$ cat src/rtl/cfg_frame_pkg.sv
// Shared types and constants for the configuration frame writer.
// ST_CRC exists only when CFG_FRAME_CRC_EN is defined.
package cfg_frame_pkg;

    localparam logic [7:0]  OP_WRITE          = 8'h01;
    localparam logic [7:0]  OP_END            = 8'h02;
    localparam logic [31:0] DEFAULT_SYNC_WORD = 32'hFAB0_FAB1;
    localparam logic [31:0] CRC_POLY          = 32'h04C1_1DB7;
    localparam logic [31:0] CRC_INIT          = 32'hFFFF_FFFF;

    typedef enum logic [2:0] {
        ST_IDLE,
        ST_CMD,
        ST_DATA,
        ST_SETUP,
        ST_STROBE,
        ST_HOLD
`ifdef CFG_FRAME_CRC_EN
        ,
        ST_CRC
`endif
    } state_t;

endpackage

$ cat src/rtl/cfg_crc32_step.sv
// Combinational CRC-32 update over one word, MSB first, no reflection, no final xor.
// Used by config_frame_writer only when CFG_FRAME_CRC_EN is defined.
module cfg_crc32_step
    import cfg_frame_pkg::*;
#(
    parameter int W = 32
) (
    input  logic [31:0]  crc_in,
    input  logic [W-1:0] data,
    output logic [31:0]  crc_out
);

    logic [31:0] c;
    logic        fb;

    always_comb begin
        c  = crc_in;
        fb = 1'b0;
        for (int i = W - 1; i >= 0; i--) begin
            fb = c[31] ^ data[i];
            c  = {c[30:0], 1'b0};
            if (fb) begin
                c = c ^ CRC_POLY;
            end
        end
        crc_out = c;
    end

endmodule

$ cat src/rtl/config_frame_writer.sv
// Streams sync/command/data words into a column's frame-latch bank with fixed setup/strobe/hold timing.
// Optional CFG_FRAME_CRC_EN adds a CRC-32 check word after END.
//
// state     | meaning
// ST_IDLE   | unarmed, discarding words until SYNC_WORD
// ST_CMD    | waiting for WRITE or END command
// ST_DATA   | waiting for the frame data word
// ST_SETUP  | FrameData stable, strobe low
// ST_STROBE | one-hot strobe on latched frame index
// ST_HOLD   | FrameData held, strobe low
// ST_CRC    | (CRC build only) waiting for expected CRC word
module config_frame_writer
    import cfg_frame_pkg::*;
#(
    parameter int                DATA_W       = 32,
    parameter int                NUM_FRAMES   = 20,
    parameter int                FRAME_ADDR_W = 5,
    parameter logic [DATA_W-1:0] SYNC_WORD    = DEFAULT_SYNC_WORD
) (
    input  logic                  CLK,
    input  logic                  resetn,
    input  logic [DATA_W-1:0]     s_data,
    input  logic                  s_valid,
    output logic                  s_ready,
    output logic [DATA_W-1:0]     FrameData,
    output logic [NUM_FRAMES-1:0] FrameStrobe,
    output logic                  busy,
    output logic                  done,
    output logic                  error
);

    state_t                    state, state_next;
    logic [FRAME_ADDR_W-1:0]   frame_idx;
    logic                      accept;
    logic [7:0]                opcode;
    logic [FRAME_ADDR_W-1:0]   cmd_idx;
    logic                      idx_ok;
    logic                      load_idx, load_data, set_error, clr_error, done_next;
    logic                      ready_next;
    logic [NUM_FRAMES-1:0]     strobe_next;

`ifdef CFG_FRAME_CRC_EN
    logic [31:0] crc_q, crc_next;
    logic        crc_clear, crc_update;

    cfg_crc32_step #(.W(DATA_W)) u_crc (
        .crc_in  (crc_q),
        .data    (s_data),
        .crc_out (crc_next)
    );
`endif

    assign accept  = s_valid && s_ready;
    assign opcode  = s_data[DATA_W-1 -: 8];
    assign cmd_idx = s_data[FRAME_ADDR_W-1:0];
    assign idx_ok  = 32'(cmd_idx) < NUM_FRAMES;
    assign busy    = (state != ST_IDLE);

    always_comb begin
        state_next = state;
        load_idx   = 1'b0;
        load_data  = 1'b0;
        set_error  = 1'b0;
        clr_error  = 1'b0;
        done_next  = 1'b0;
`ifdef CFG_FRAME_CRC_EN
        crc_clear  = 1'b0;
        crc_update = 1'b0;
`endif
        case (state)
            ST_IDLE: begin
                if (accept && s_data == SYNC_WORD) begin
                    state_next = ST_CMD;
                    clr_error  = 1'b1;
`ifdef CFG_FRAME_CRC_EN
                    crc_clear  = 1'b1;
`endif
                end
            end
            ST_CMD: begin
                if (accept) begin
                    if (opcode == OP_WRITE && idx_ok) begin
                        load_idx   = 1'b1;
                        state_next = ST_DATA;
                    end else if (opcode == OP_END) begin
`ifdef CFG_FRAME_CRC_EN
                        state_next = ST_CRC;
`else
                        done_next  = 1'b1;
                        state_next = ST_IDLE;
`endif
                    end else begin
                        // covers bad index, unknown opcodes and a repeated SYNC_WORD
                        set_error  = 1'b1;
                        state_next = ST_IDLE;
                    end
                end
            end
            ST_DATA: begin
                if (accept) begin
                    load_data  = 1'b1;
`ifdef CFG_FRAME_CRC_EN
                    crc_update = 1'b1;
`endif
                    state_next = ST_SETUP;
                end
            end
            ST_SETUP:  state_next = ST_STROBE;
            ST_STROBE: state_next = ST_HOLD;
            ST_HOLD:   state_next = ST_CMD;
`ifdef CFG_FRAME_CRC_EN
            ST_CRC: begin
                if (accept) begin
                    if (s_data[31:0] == crc_q) begin
                        done_next = 1'b1;
                    end else begin
                        set_error = 1'b1;
                    end
                    state_next = ST_IDLE;
                end
            end
`endif
            default: state_next = ST_IDLE;
        endcase
    end

    // s_ready and FrameStrobe are registered from the next state so they line up with it
    assign ready_next  = !(state_next inside {ST_SETUP, ST_STROBE, ST_HOLD});
    assign strobe_next = (state_next == ST_STROBE) ? (NUM_FRAMES'(1) << frame_idx) : '0;

    always_ff @(posedge CLK) begin
        if (!resetn) begin
            state       <= ST_IDLE;
            frame_idx   <= '0;
            FrameData   <= '0;
            FrameStrobe <= '0;
            s_ready     <= 1'b1;
            done        <= 1'b0;
            error       <= 1'b0;
        end else begin
            state       <= state_next;
            FrameStrobe <= strobe_next;
            s_ready     <= ready_next;
            done        <= done_next;
            if (load_idx) begin
                frame_idx <= cmd_idx;
            end
            if (load_data) begin
                FrameData <= s_data;
            end
            if (set_error) begin
                error <= 1'b1;
            end else if (clr_error) begin
                error <= 1'b0;
            end
        end
    end

`ifdef CFG_FRAME_CRC_EN
    always_ff @(posedge CLK) begin
        if (!resetn) begin
            crc_q <= CRC_INIT;
        end else if (crc_clear) begin
            crc_q <= CRC_INIT;
        end else if (crc_update) begin
            crc_q <= crc_next;
        end
    end
`endif

endmodule

$ cat config.mk
export PLATFORM = sky130hd
export DESIGN_NAME = config_frame_writer
export DESIGN_NICKNAME = d
export VERILOG_FILES = /design/src/rtl/cfg_frame_pkg.sv /design/src/rtl/cfg_crc32_step.sv /design/src/rtl/config_frame_writer.sv
export SDC_FILE = /design/constraint.sdc
export NUM_CORES = 1
export LEC_CHECK = 0
export ABC_CLOCK_PERIOD_IN_PS = 2000
export BUFFER_PORTS_ARGS = -buffer_cell sky130_fd_sc_hd__buf_2
export CAP_MARGIN = 25
export CORE_ASPECT_RATIO = 1.5
export CORE_MARGIN = 5
export CORE_UTILIZATION = 30
export CTS_CLUSTER_SIZE = 8
export DETAILED_ROUTE_END_ITERATION = 8
export PLACE_DENSITY = 0.57
export SYNTH_ARGS = -nofsm -noshare
export SYNTH_HDL_FRONTEND = slang
export SYNTH_SLANG_ARGS = --single-unit
$ cat constraint.sdc
create_clock -name CLK -period 2 [get_ports CLK]
set_clock_uncertainty 0.2 [all_clocks]
set_input_delay 0.4 -clock CLK [delete_from_list [all_inputs] [get_ports CLK]]
set_output_delay 0.4 -clock CLK [all_outputs]
set_load 0.02 [all_outputs]
Word-level counts from Yosys, hierarchy flattened
Cells that the tools add are included.
Word-level totals
  output and inout port bits: 56
  register bits: 63
  input port bits: 35
Operators by class
  bitwise logic cells: 3
  shifts and indexed selects: 1
  magnitude comparators: 1
  equal/unequal tests: 11
  mux-type cells: 19
  reduce and logical (&&, ||, !) cells: 10
Operator list (number)
  32-bit equality test (second input constant): 1
  1-bit by 5-bit left shift with 20-bit output (first input constant): 1
  3-bit one-hot mux with 6 select lines: 1
  1-bit two-way mux: 14
  3-bit equality test (second input constant): 4
  3-bit by 2-bit equality test with 1-bit output (second input constant): 3
  3-bit two-way mux: 3
  8-bit by 1-bit equality test with 1-bit output (second input constant): 1
  8-bit by 2-bit equality test with 1-bit output (second input constant): 1
  3-bit nonzero test: 2
  5-bit < comparator (second input constant): 1
  4-bit OR reduction: 1
  3-bit by 1-bit equality test with 1-bit output (second input constant): 1
  1-bit logical AND: 3
  3-bit zero test: 1
  1-bit NOT: 3
  2-bit two-way mux: 1
  2-bit AND reduction: 1
  2-bit nonzero test: 1
  1-bit zero test: 1

Depth between registers and ports, before layout
Gate-level depths: netlist of the first run.
  depth in word-level cells: 8
  mapped depth: 6
  depth with buffers taken out: 4

Worst setup path before layout of the first run
No wires, ideal clock.
  kind: input-to-reg
  from: input port s_data[2]
  to: register error
  required time: 1.675 ns
  arrival: 1.261 ns
  slack: 0.414 ns
  stages on the path: 3
  cells stage by stage: or4b_1 -> nor4_2 -> o21ai_1
On the way
  word-level cells in the longest chain between the ends: 6
  elaborated cells on any way between the ends: 11
  those cells by class: order compare (1); eq/ne (1); mux (6); reduce/logical (3)
RTL lines
  start, declared: line config_frame_writer.sv:22  | input logic [DATA_W-1:0] s_data,
  5-bit < comparator: line config_frame_writer.sv:56  | assign idx_ok = 32'(cmd_idx) < NUM_FRAMES;
  1-bit logical AND: line config_frame_writer.sv:82  | if (opcode == OP_WRITE && idx_ok) begin
  1-bit two-way mux: line config_frame_writer.sv:82
  1-bit two-way mux: line config_frame_writer.sv:81  | if (accept) begin
  1-bit two-way mux: line config_frame_writer.sv:70  | case (state)
  1-bit two-way mux / 2-bit nonzero test (equally long branches)
  end signal, assigned: line config_frame_writer.sv:139  | error <= 1'b0;
  end signal, assigned: line config_frame_writer.sv:152  | error <= 1'b1;
  end signal, assigned: line config_frame_writer.sv:154  | error <= 1'b0;
  end, declared: line config_frame_writer.sv:29  | output logic error
Several ways; a longest one is shown, not always the timed one.
A chain may end at the register's enable or synchronous reset.

Final worst setup path of the first run
  from: register state[1]
  to: output port busy
On the way
  word-level cells in the longest chain between the ends: 1
RTL lines
  start, declared: line config_frame_writer.sv:32  | state_t state, state_next;
  start signal, assigned: line config_frame_writer.sv:141  | state <= state_next;
  3-bit nonzero test: line config_frame_writer.sv:57  | assign busy = (state != ST_IDLE);
  end, declared: line config_frame_writer.sv:27  | output logic busy,
Every way passes these cells.

==> results of run 1 <==
## power breakdown
| part | internal (uW) | switching, uW | leakage [uW] |
|---|---|---|---|
| clock network | 1110 | 507 | 0.000155 |
| logic | 37.6 | 50.3 | 0.000676 |
| registers | 1260 | 0.00000000775 | 0.000507 |
| total | 2410 | 558 | 0.00134 |
## worst min-delay path, stage by stage
cell     delay, ns
buf_2         0.10
nand2_1       0.05
a21oi_1       0.05
## synthesized netlist by cell type (2+ instances only)
cell type  instances
nor3_2             2
nor2_1            23
and4_1             2
a21oi_1           36
o21ai_0            8
buf_12             3
and3_1             2
buf_2              4
clkbuf_1           7
nor3_1             3
dfxtp_1           63
nand3_1            8
nand2_1           73
a21oi_2            4
nor4bb_1           2
or3_1              2
nand3b_1           2
buf_6              2
nor2b_1            2
nand4_1            4
## stage by stage
| step | utilization, % | area (um2) | hold WS [ns] | setup WS [ns] | cells |
|---|---|---|---|---|---|
| floorplan | - | 2350 | 0.267 | 0.414 | 270 |
| global placement | 37.4 | 2860 | 0.239 | 0.234 | 451 |
| detailed placement | 37.4 | 2860 | 0.244 | 0.215 | 451 |
| CTS | 41.5 | 3180 | 0.111 | 0.0565 | 466 |
| global route | 41.5 | 3180 | 0.121 | 0.0246 | 466 |
| finish | 41.5 | 3180 | 0.120 | 0.0754 | 466 |
## cells by family after synthesis
group	Yosys count	share of synthesized area [%]
buf+inv	17	5.64
flops	63	53.6
simple gates	138	28.7
compound gates	52	12.0
## sequential cells by signal, indices dropped and copies added, names as in the netlist
name         cells
FrameStrobe     20
state            3
done             1
frame_idx        5
FrameData       32
error            1
s_ready          1
## area by class of cell
cell class              instances  area, um2  area share, %
clock buffers                  11        243           7.64
clock inverters                 4       70.1           2.21
inverters                       1       3.75          0.118
multi-input cells             190        958           30.2
flip-flops and latches         63       1260           39.7
well taps                     102        128           4.02
repair buffers                 95        513           16.1
## metal layers
layer,share of wire (%),global-route usage [%],routed length [um],up-vias
met5,0,0,0,-
met4,2.8,7.90,174,0
met3,7.2,4.57,456,10
met2,50,21.2,3160,69
met1,40,15.9,2520,960
li1,-,-,-,1095
## worst paths after layout
kind	cells past startpoint	slack, ns	endpoint	startpoint
setup reg to reg	5	0.27	FrameData[0]	state[1]
setup / recovery	2	0.08	busy	state[1]
hold / removal	3	0.12	FrameData[21]	s_data[21]
hold reg to reg	2	0.25	FrameData[7]	FrameData[7]
==> metrics.md, run 1 <==
| Metric | Value |
|---|---|
| Crit share post-route | `just under 100%` |
| Synth area leader | `dfxtp_1` |
| Wire per inst | `around 14 um` |
| Final setup vio count | `0` |
| Antenna violations before repair | `0` |
| RePlAce Congestion | `0.774` |
| Max IR drop VDD | `between 0.0005 and 0.0006 V` |
| Die Width | `slightly above 80 um` |
| # DRC | `0` |
| Grt total ovfl | `0` |
| Pwr dens | `933 mW/mm2` |
| Max_slew headroom | `between 70 and 80%` |
| Number of global-route vias before repair | `around 2,000` |
| CP peak stage delay | `between 0.4 and 0.5 ns` |
| Leakage | `about 0.0013 uW` |
| Final Hold Viols | `0` |
| Worst Path Buf+Inv | `1` |
| Final-stage net count | `between 300 and 400` |
| Post-CTS Resized | `0` |
| Ports | `91` |
| Post-Syn Nets | `~310` |
| Fill count | `794` |
| CP endpoint kind | `output pin` |
| Setup bufs post-CTS | `0` |
| Number of flops mapped to enable cells by yosys | `0` |
| Critical path launch point type | `flop` |
| Power Total | `just under 3000 uW` |
| Reg clk slew, reported paths | `~0.05 ns` |
| Clock root cell | `clkbuf_16` |
| Hold buffer count at cts | `0` |
| Most frequent cells in the layout | `buf_2, nand2_1, dfxtp_1` |
| Die Ht | `~120 um` |
| Crit-path leading delay family | `simple AND/OR/NAND/NOR gates` |
| Slew @ Worst Pin | `0.393 ns` |
| Crit-path cells | `or3_2 -> buf_2` |
| Area Growth Syn to Fin | `35.1%` |
| Main synth FF type | `dfxtp_1` |
| Initial detailed-routing violation count | `roughly 140` |
| Status | `finished clean` |
| Synth Instances | `270` |
| Post-synthesis sequential area ratio | `a little over half` |
| First-pass GRT wire length | `9930 um` |
| Share of layout cells above drive strength 1 | `33.2%` |
| Mapped cell area | `0.00235 mm2` |
| TritonCTS Buffers | `9` |
| #FFs+latches synth | `63` |
| Fmax | `between 500 and 600 MHz` |
| Tot GR Track Use | `13.6%` |
| Max Cap Viol | `0` |
| Yosys warns | `0` |
| Antenna viol nets, final | `0` |
| Critical path class | `flop to output pin` |
| CP arrival | `between 1 and 1.5 ns` |
| DR vias/cell | `approximately 4.6` |
| Worst skew pair latency | `~0.32 ns` |
| Slowest CP cell | `or3_2` |
| Yosys top cell area share | `roughly 54%` |
| Initial DRT Pass Iterations | `4` |
| # rows | `39` |
| Die area | `0.00975 mm2` |
| CTS tree | `built` |
| Drt total wl | `6310 um` |
| Clock tree buffer depth | `2` |
| Core area | `about 0.0077 mm2` |
| Diode count | `0` |
| Most common cell after layout, fill and taps aside | `buf_2` |
| Hold/Removal Path Class | `input pin to flop` |
| Largest cells by area after synthesis | `dfxtp_1, nand2_1, a21oi_1, nor2_1, buf_12` |
| Final Max Slew Viols | `0` |
| CTS H-tree lvls | `3` |
| RSZ-0062 raised after global routing | `no` |
| Largest net degree at the start of global routing | `34` |
| Fin crit period | `1.92 ns` |
| Number of distinct library cells after synthesis | `38` |
| Routed vias | `around 2,100` |
| Initial Util | `30.7%` |
| Mean post-synth cell area | `about 8.7 um2` |
| Worst EP required | `about 1.4 ns` |
| CTS sink cnt | `63` |
| Setup TNS | `0 ns` |
| DP HPWL | `~4700 um` |
| IO buf count | `90` |
| Fraction of registers with async set/reset | `0%` |
| CP max FO | `7` |
No activity file was read; power rests on OpenSTA's default activity.
==> run 2, diff against run 1 <==
CTS_CLUSTER_DIAMETER = 80   (was default)
SETUP_SLACK_MARGIN = 0.1   (was default)
==> metrics.md, run 2 (synthesis results as in run 1) <==
| Metric | Value |
|---|---|
| Max Cap Viol | `0 (unchanged)` |
| RePlAce Congestion | `0.774 (unchanged)` |
| CTS H-tree lvls | `3 (unchanged)` |
| Flop pwr share | `42.4% (about the same)` |
| CP max FO | `7 (unchanged)` |
| Worst r2r src | `state[2] (was state[1])` |
| Crit-path cells | `or3_4 -> buf_6 (was or3_2 -> buf_2)` |
| Largest register by flop count | `FrameData (unchanged)` |
| Tot GR Track Use | `13.7% (was 13.6%)` |
| Comb pwr share | `3.0% (about the same)` |
| Critical path class | `flop to output pin (unchanged)` |
| CTS sink cnt | `63 (unchanged)` |
| Place WS | `0.215 ns (unchanged)` |
| Hold buffer count at cts | `0 (unchanged)` |
| DR vias/cell | `4.59 (was 4.58)` |
| Reg clk slew, reported paths | `0.05 ns (about the same)` |
| CP endpoint kind | `output pin (unchanged)` |
| DP HPWL | `4670 um (unchanged)` |
| FF-to-FF setup slack | `0.32 ns (was 0.27 ns)` |
| First-pass GRT wire length | `9980 um (was 9930 um)` |
| Hold/Removal Path Class | `input pin to flop (unchanged)` |
| Slowest CP cell | `or3_4 (was or3_2)` |
| Fmax | `556 MHz (was 520 MHz)` |
| Placed cell area | `0.00286 mm2 (unchanged)` |
| Initial Util | `30.7% (unchanged)` |
| Hold Path End | `FrameData[21] (unchanged)` |
| Worst skew pair latency | `0.32 ns (about the same)` |
| Launch point of the worst hold path | `s_data[21] (unchanged)` |
| Worst Path Buf+Inv | `1 (unchanged)` |
| Final Max Slew Viols | `0 (unchanged)` |
| Grt total ovfl | `0 (unchanged)` |
| Die Width | `82.3 um (unchanged)` |
| Clock tree buffer depth | `2 (unchanged)` |
| Antenna viol nets, final | `0 (unchanged)` |
| Initial DRT Pass Iterations | `4 (unchanged)` |
| Crit share post-route | `89.9% (was 96.2%)` |
| Largest regs | `FrameData: 32 flops, FrameStrobe: 20 flops, frame_idx: 5 flops (unchanged)` |
| CP peak stage delay | `0.38 ns (was 0.48 ns)` |
| Post-layout instance area | `0.00319 mm2 (was 0.00318 mm2)` |
| TritonCTS Buffers | `9 (unchanged)` |
| Hold Path Depth | `3 (unchanged)` |
| Crit-path leading delay family | `simple AND/OR/NAND/NOR gates (unchanged)` |
| Die area | `0.00975 mm2 (unchanged)` |
| Filler-free cell count of the finished design | `466 (unchanged)` |
| Area Growth Syn to Fin | `35.7% (was 35.1%)` |
| Net Sw Power | `559 uW (was 558 uW)` |
| Wire per inst | `13.6 um (was 13.5 um)` |
| Slew @ Worst Pin | `0.393 ns (about the same)` |
| Fin crit period | `1.80 ns (was 1.92 ns)` |
| Critical path launch point type | `flop (unchanged)` |
| Sw Ratio | `18.9% (was 18.8%)` |
| Reg-to-reg endpoint | `FrameData[0] (unchanged)` |
| Initial detailed-routing violation count | `110 (was 139)` |
| CTS tree | `built (unchanged)` |
| Final setup vio count | `0 (unchanged)` |
| Most frequent cells in the layout | `buf_2, nand2_1, dfxtp_1 (unchanged)` |
| Clk pwr share | `54.6% (about the same)` |
| RSZ-0062 raised after global routing | `no (unchanged)` |
| # rows | `39 (unchanged)` |
| Most common cell after layout, fill and taps aside | `buf_2 (unchanged)` |
| Pwr dens | `928 mW/mm2 (was 933 mW/mm2)` |
| IO buf count | `90 (unchanged)` |
| Clock root cell | `clkbuf_16 (unchanged)` |
| Die Ht | `118 um (unchanged)` |
| Core area | `0.00766 mm2 (unchanged)` |
| Placed cells | `451 (unchanged)` |
| Worst EP required | `1.40 ns (about the same)` |
| Final-stage net count | `395 (unchanged)` |
| Ports | `91 (unchanged)` |
| R2R cell count | `5 (unchanged)` |
| Antenna violations before repair | `0 (unchanged)` |
| # DRC | `0 (unchanged)` |
| Routed vias | `2,140 (was 2,134)` |
| Internal power | `2400 uW (was 2410 uW)` |
| Drt total wl | `6330 um (was 6310 um)` |
| Diode count | `0 (unchanged)` |
| CP arrival | `1.20 ns (was 1.32 ns)` |
| Worst Slack Setup Final | `0.203 ns (was 0.0754 ns)` |
| Largest net degree at the start of global routing | `34 (unchanged)` |
| Number of global-route vias before repair | `2,029 (was 2,017)` |
| Setup TNS | `0 ns (unchanged)` |
| Status | `finished clean (unchanged)` |
| Final Hold Viols | `0 (unchanged)` |
| Max reg flops | `32 (unchanged)` |
| Max_slew headroom | `73.4% (about the same)` |
| Share of layout cells above drive strength 1 | `33.8% (was 33.2%)` |
| Leakage | `0.00134 uW (about the same)` |
| Max IR drop VDD | `0.000547 V (was 0.000549 V)` |
## run 2: per-stage QoR
step / util (%) / total power [uW] / hold WS, ns
floorplan: - / 1310 / 0.267
global placement: 37.4 / 1370 / 0.239
detailed placement: 37.4 / 1370 / 0.244
CTS: 41.7 / 3010 / 0.111
global route: 41.7 / 3080 / 0.121
finish: 41.7 / 2960 / 0.120
## run 2: metal layers
| metal | part of all wire (%) | track usage, % | wire length, um |
|---|---|---|---|
| met5 | 0 | 0 | 0 |
| met2 | 50 | 21.4 | 3140 |
| met4 | 3.0 | 7.90 | 187 |
| met1 | 40 | 15.9 | 2550 |
| met3 | 7.3 | 4.57 | 459 |
## run 2: worst max-delay path by stage
stage | startpoint | end | slack (ns) | depth (start not counted)
2_1_floorplan | s_data[2] | error | 0.41 | 3
3_3_place_gp | s_data[2] | error | 0.23 | 4
3_5_place_dp | s_data[2] | error | 0.22 | 4
4_1_cts | state[1] | busy | 0.18 | 2
5_1_grt | state[1] | busy | 0.17 | 2
6_report | state[1] | busy | 0.20 | 2
## run 2: power by group through the flow
stage               combinational (uW)  clock, uW  sequential (uW)
floorplan                         26.9          0             1280
global placement                  88.8          0             1280
detailed placement                88.7          0             1280
CTS                               89.2       1660             1260
global route                      97.2       1720             1250
finish                            88.0       1620             1260
## run 2: repair_timing
| item | in CTS | in global routing |
|---|---|---|
| setup endpoints to repair | 1 | 0 |
| buffers inserted | 0 | 0 |
| gates resized for setup | 6 | 0 |
## run 2: layout make-up
class,instances,area [um2]
Sequential cell,63,1270
Timing Repair Buffer,95,519
Clock buffer,11,243
Tap cell,102,128
Fill cell,791,4470
Inverter,1,3.75
Clock inverter,4,70.1
Multi-Input combinational cell,190,962
## run 2: worst min-delay path: stages
cell and delay [ns]:
buf_2 0.10, nand2_1 0.05, a21oi_1 0.05
==> run 3, diff against run 2 <==
PLACE_DENSITY = default   (was 0.57)
PLACE_DENSITY_LB_ADDON = 0.05   (was default)
==> metrics.md, run 3 (synthesis results as in run 1) <==
| Metric | Value |
|---|---|
| Crit-path cells | `or3_4 -> buf_6 (unchanged)` |
| # DRC | `0 (unchanged)` |
| Largest regs | `FrameData: 32 flops, FrameStrobe: 20 flops, frame_idx: 5 flops (unchanged)` |
| Final setup vio count | `0 (unchanged)` |
| Largest net degree at the start of global routing | `34 (unchanged)` |
| Max IR drop VDD | `0.000531 V (was 0.000547 V)` |
| Final-stage net count | `395 (unchanged)` |
| CP peak stage delay | `0.38 ns (about the same)` |
| RePlAce Congestion | `0.752 (was 0.774)` |
| RSZ-0062 raised after global routing | `no (unchanged)` |
| Routed vias | `2,107 (was 2,140)` |
| Max_slew headroom | `73.2% (was 73.4%)` |
| DR vias/cell | `4.51 (was 4.59)` |
| Critical path class | `flop to output pin (unchanged)` |
| Clock tree buffer depth | `2 (unchanged)` |
| Fmax | `558 MHz (was 556 MHz)` |
| Die Width | `82.3 um (unchanged)` |
| Leakage | `0.00133 uW (was 0.00134 uW)` |
| Antenna violations before repair | `0 (unchanged)` |
| First-pass GRT wire length | `10,200 um (was 9980 um)` |
| Grt total ovfl | `0 (unchanged)` |
| CP arrival | `1.19 ns (was 1.20 ns)` |
| Clock root cell | `clkbuf_16 (unchanged)` |
| Pwr dens | `910 mW/mm2 (was 928 mW/mm2)` |
| IO buf count | `90 (unchanged)` |
| Status | `finished clean (unchanged)` |
| Number of global-route vias before repair | `2,092 (was 2,029)` |
| Ports | `91 (unchanged)` |
| FF-to-FF setup slack | `0.29 ns (was 0.32 ns)` |
| Die Ht | `118 um (unchanged)` |
| CTS H-tree lvls | `3 (unchanged)` |
| Drt total wl | `6440 um (was 6330 um)` |
| Largest register by flop count | `FrameData (unchanged)` |
| Core area | `0.00766 mm2 (unchanged)` |
| Final core occ | `41.5% (was 41.7%)` |
| CTS tree | `built (unchanged)` |
| Antenna viol nets, final | `0 (unchanged)` |
| Most frequent cells in the layout | `buf_2, nand2_1, dfxtp_1 (unchanged)` |
| Slowest CP cell | `or3_4 (unchanged)` |
| Wire per inst | `13.8 um (was 13.6 um)` |
| Setup TNS | `0 ns (unchanged)` |
| Most common cell after layout, fill and taps aside | `buf_2 (unchanged)` |
| Initial detailed-routing violation count | `97 (was 110)` |
| Max reg flops | `32 (unchanged)` |
| Die area | `0.00975 mm2 (unchanged)` |
| Slew @ Worst Pin | `0.402 ns (was 0.393 ns)` |
| Worst skew pair latency | `0.32 ns (about the same)` |
| CP max FO | `7 (unchanged)` |
| CP endpoint kind | `output pin (unchanged)` |
| Crit share post-route | `89.6% (was 89.9%)` |
| Final Hold Viols | `0 (unchanged)` |
| CTS sink cnt | `63 (unchanged)` |
| Initial DRT Pass Iterations | `4 (unchanged)` |
| Hold buffer count at cts | `0 (unchanged)` |
| Share of layout cells above drive strength 1 | `34.2% (was 33.8%)` |
| Diode count | `0 (unchanged)` |
| Fin crit period | `1.79 ns (was 1.80 ns)` |
| Tot GR Track Use | `13.8% (was 13.7%)` |
| Max Cap Viol | `0 (unchanged)` |
| TritonCTS Buffers | `9 (unchanged)` |
| Area Growth Syn to Fin | `35.1% (was 35.7%)` |
| Hold/Removal Path Class | `input pin to flop (unchanged)` |
| # rows | `39 (unchanged)` |
| Initial Util | `30.7% (unchanged)` |
| DP HPWL | `4880 um (was 4670 um)` |
| Critical path launch point type | `flop (unchanged)` |
| Worst EP required | `1.40 ns (about the same)` |
| Final Max Slew Viols | `0 (unchanged)` |
| Reg clk slew, reported paths | `0.05 ns (about the same)` |
## run 3: path summary, 6_finish.rpt
kind	startpoint	end	cells after the start
setup / recovery	state[1]	busy	2
hold / removal	s_data[18]	FrameData[18]	3
setup reg to reg	state[0]	error	5
hold reg to reg	FrameData[29]	FrameData[29]	2
## run 3: metal layers
metal	track usage, %	share of wire, %	vias to the layer above
met4	6.86	2.0	0
met1	14.7	39	942
met2	24.4	53	64
met3	3.20	6.1	10
met5	0	0	-
li1	-	-	1091
## run 3: area by class of cell
type / count / area, um2
Clock buffer: 11 / 253
Fill cell: 813 / 4480
Sequential cell: 63 / 1270
Timing Repair Buffer: 95 / 507
Multi-Input combinational cell: 190 / 962
Inverter: 1 / 3.75
Clock inverter: 5 / 56.3
Tap cell: 102 / 128
## run 3: critical path: cells and delay by family (launching register included)
kind | cells | cell delay [ns]
and+or+nand+nor | 1 | 0.38
DFF | 1 | 0.35
buffers and inverters | 1 | 0.14
## run 3: report_power, final
| group | switching [uW] | leakage (uW) | internal (uW) |
|---|---|---|---|
| Clock | 522 | 0.000152 | 1030 |
| Sequential | 0.00000000589 | 0.000509 | 1250 |
| Combinational | 50.6 | 0.000671 | 36.3 |
| Total | 573 | 0.00133 | 2320 |
## run 3: timing repair
action,CTS,global route
setup buffers,1,0
setup endpoints to repair,1,0
resized for setup,7,0
## run 3: through the flow
stage	power, uW	instance area, um2	std cells	setup WS, ns	hold slack (ns)
2_1_floorplan	1310	2350	270	0.414	0.267
3_3_place_gp	1370	2840	450	0.254	0.239
3_5_place_dp	1370	2840	450	0.187	0.245
4_1_cts	2940	3180	467	0.190	0.114
5_1_grt	3000	3180	467	0.179	0.131
6_report	2890	3180	467	0.209	0.130
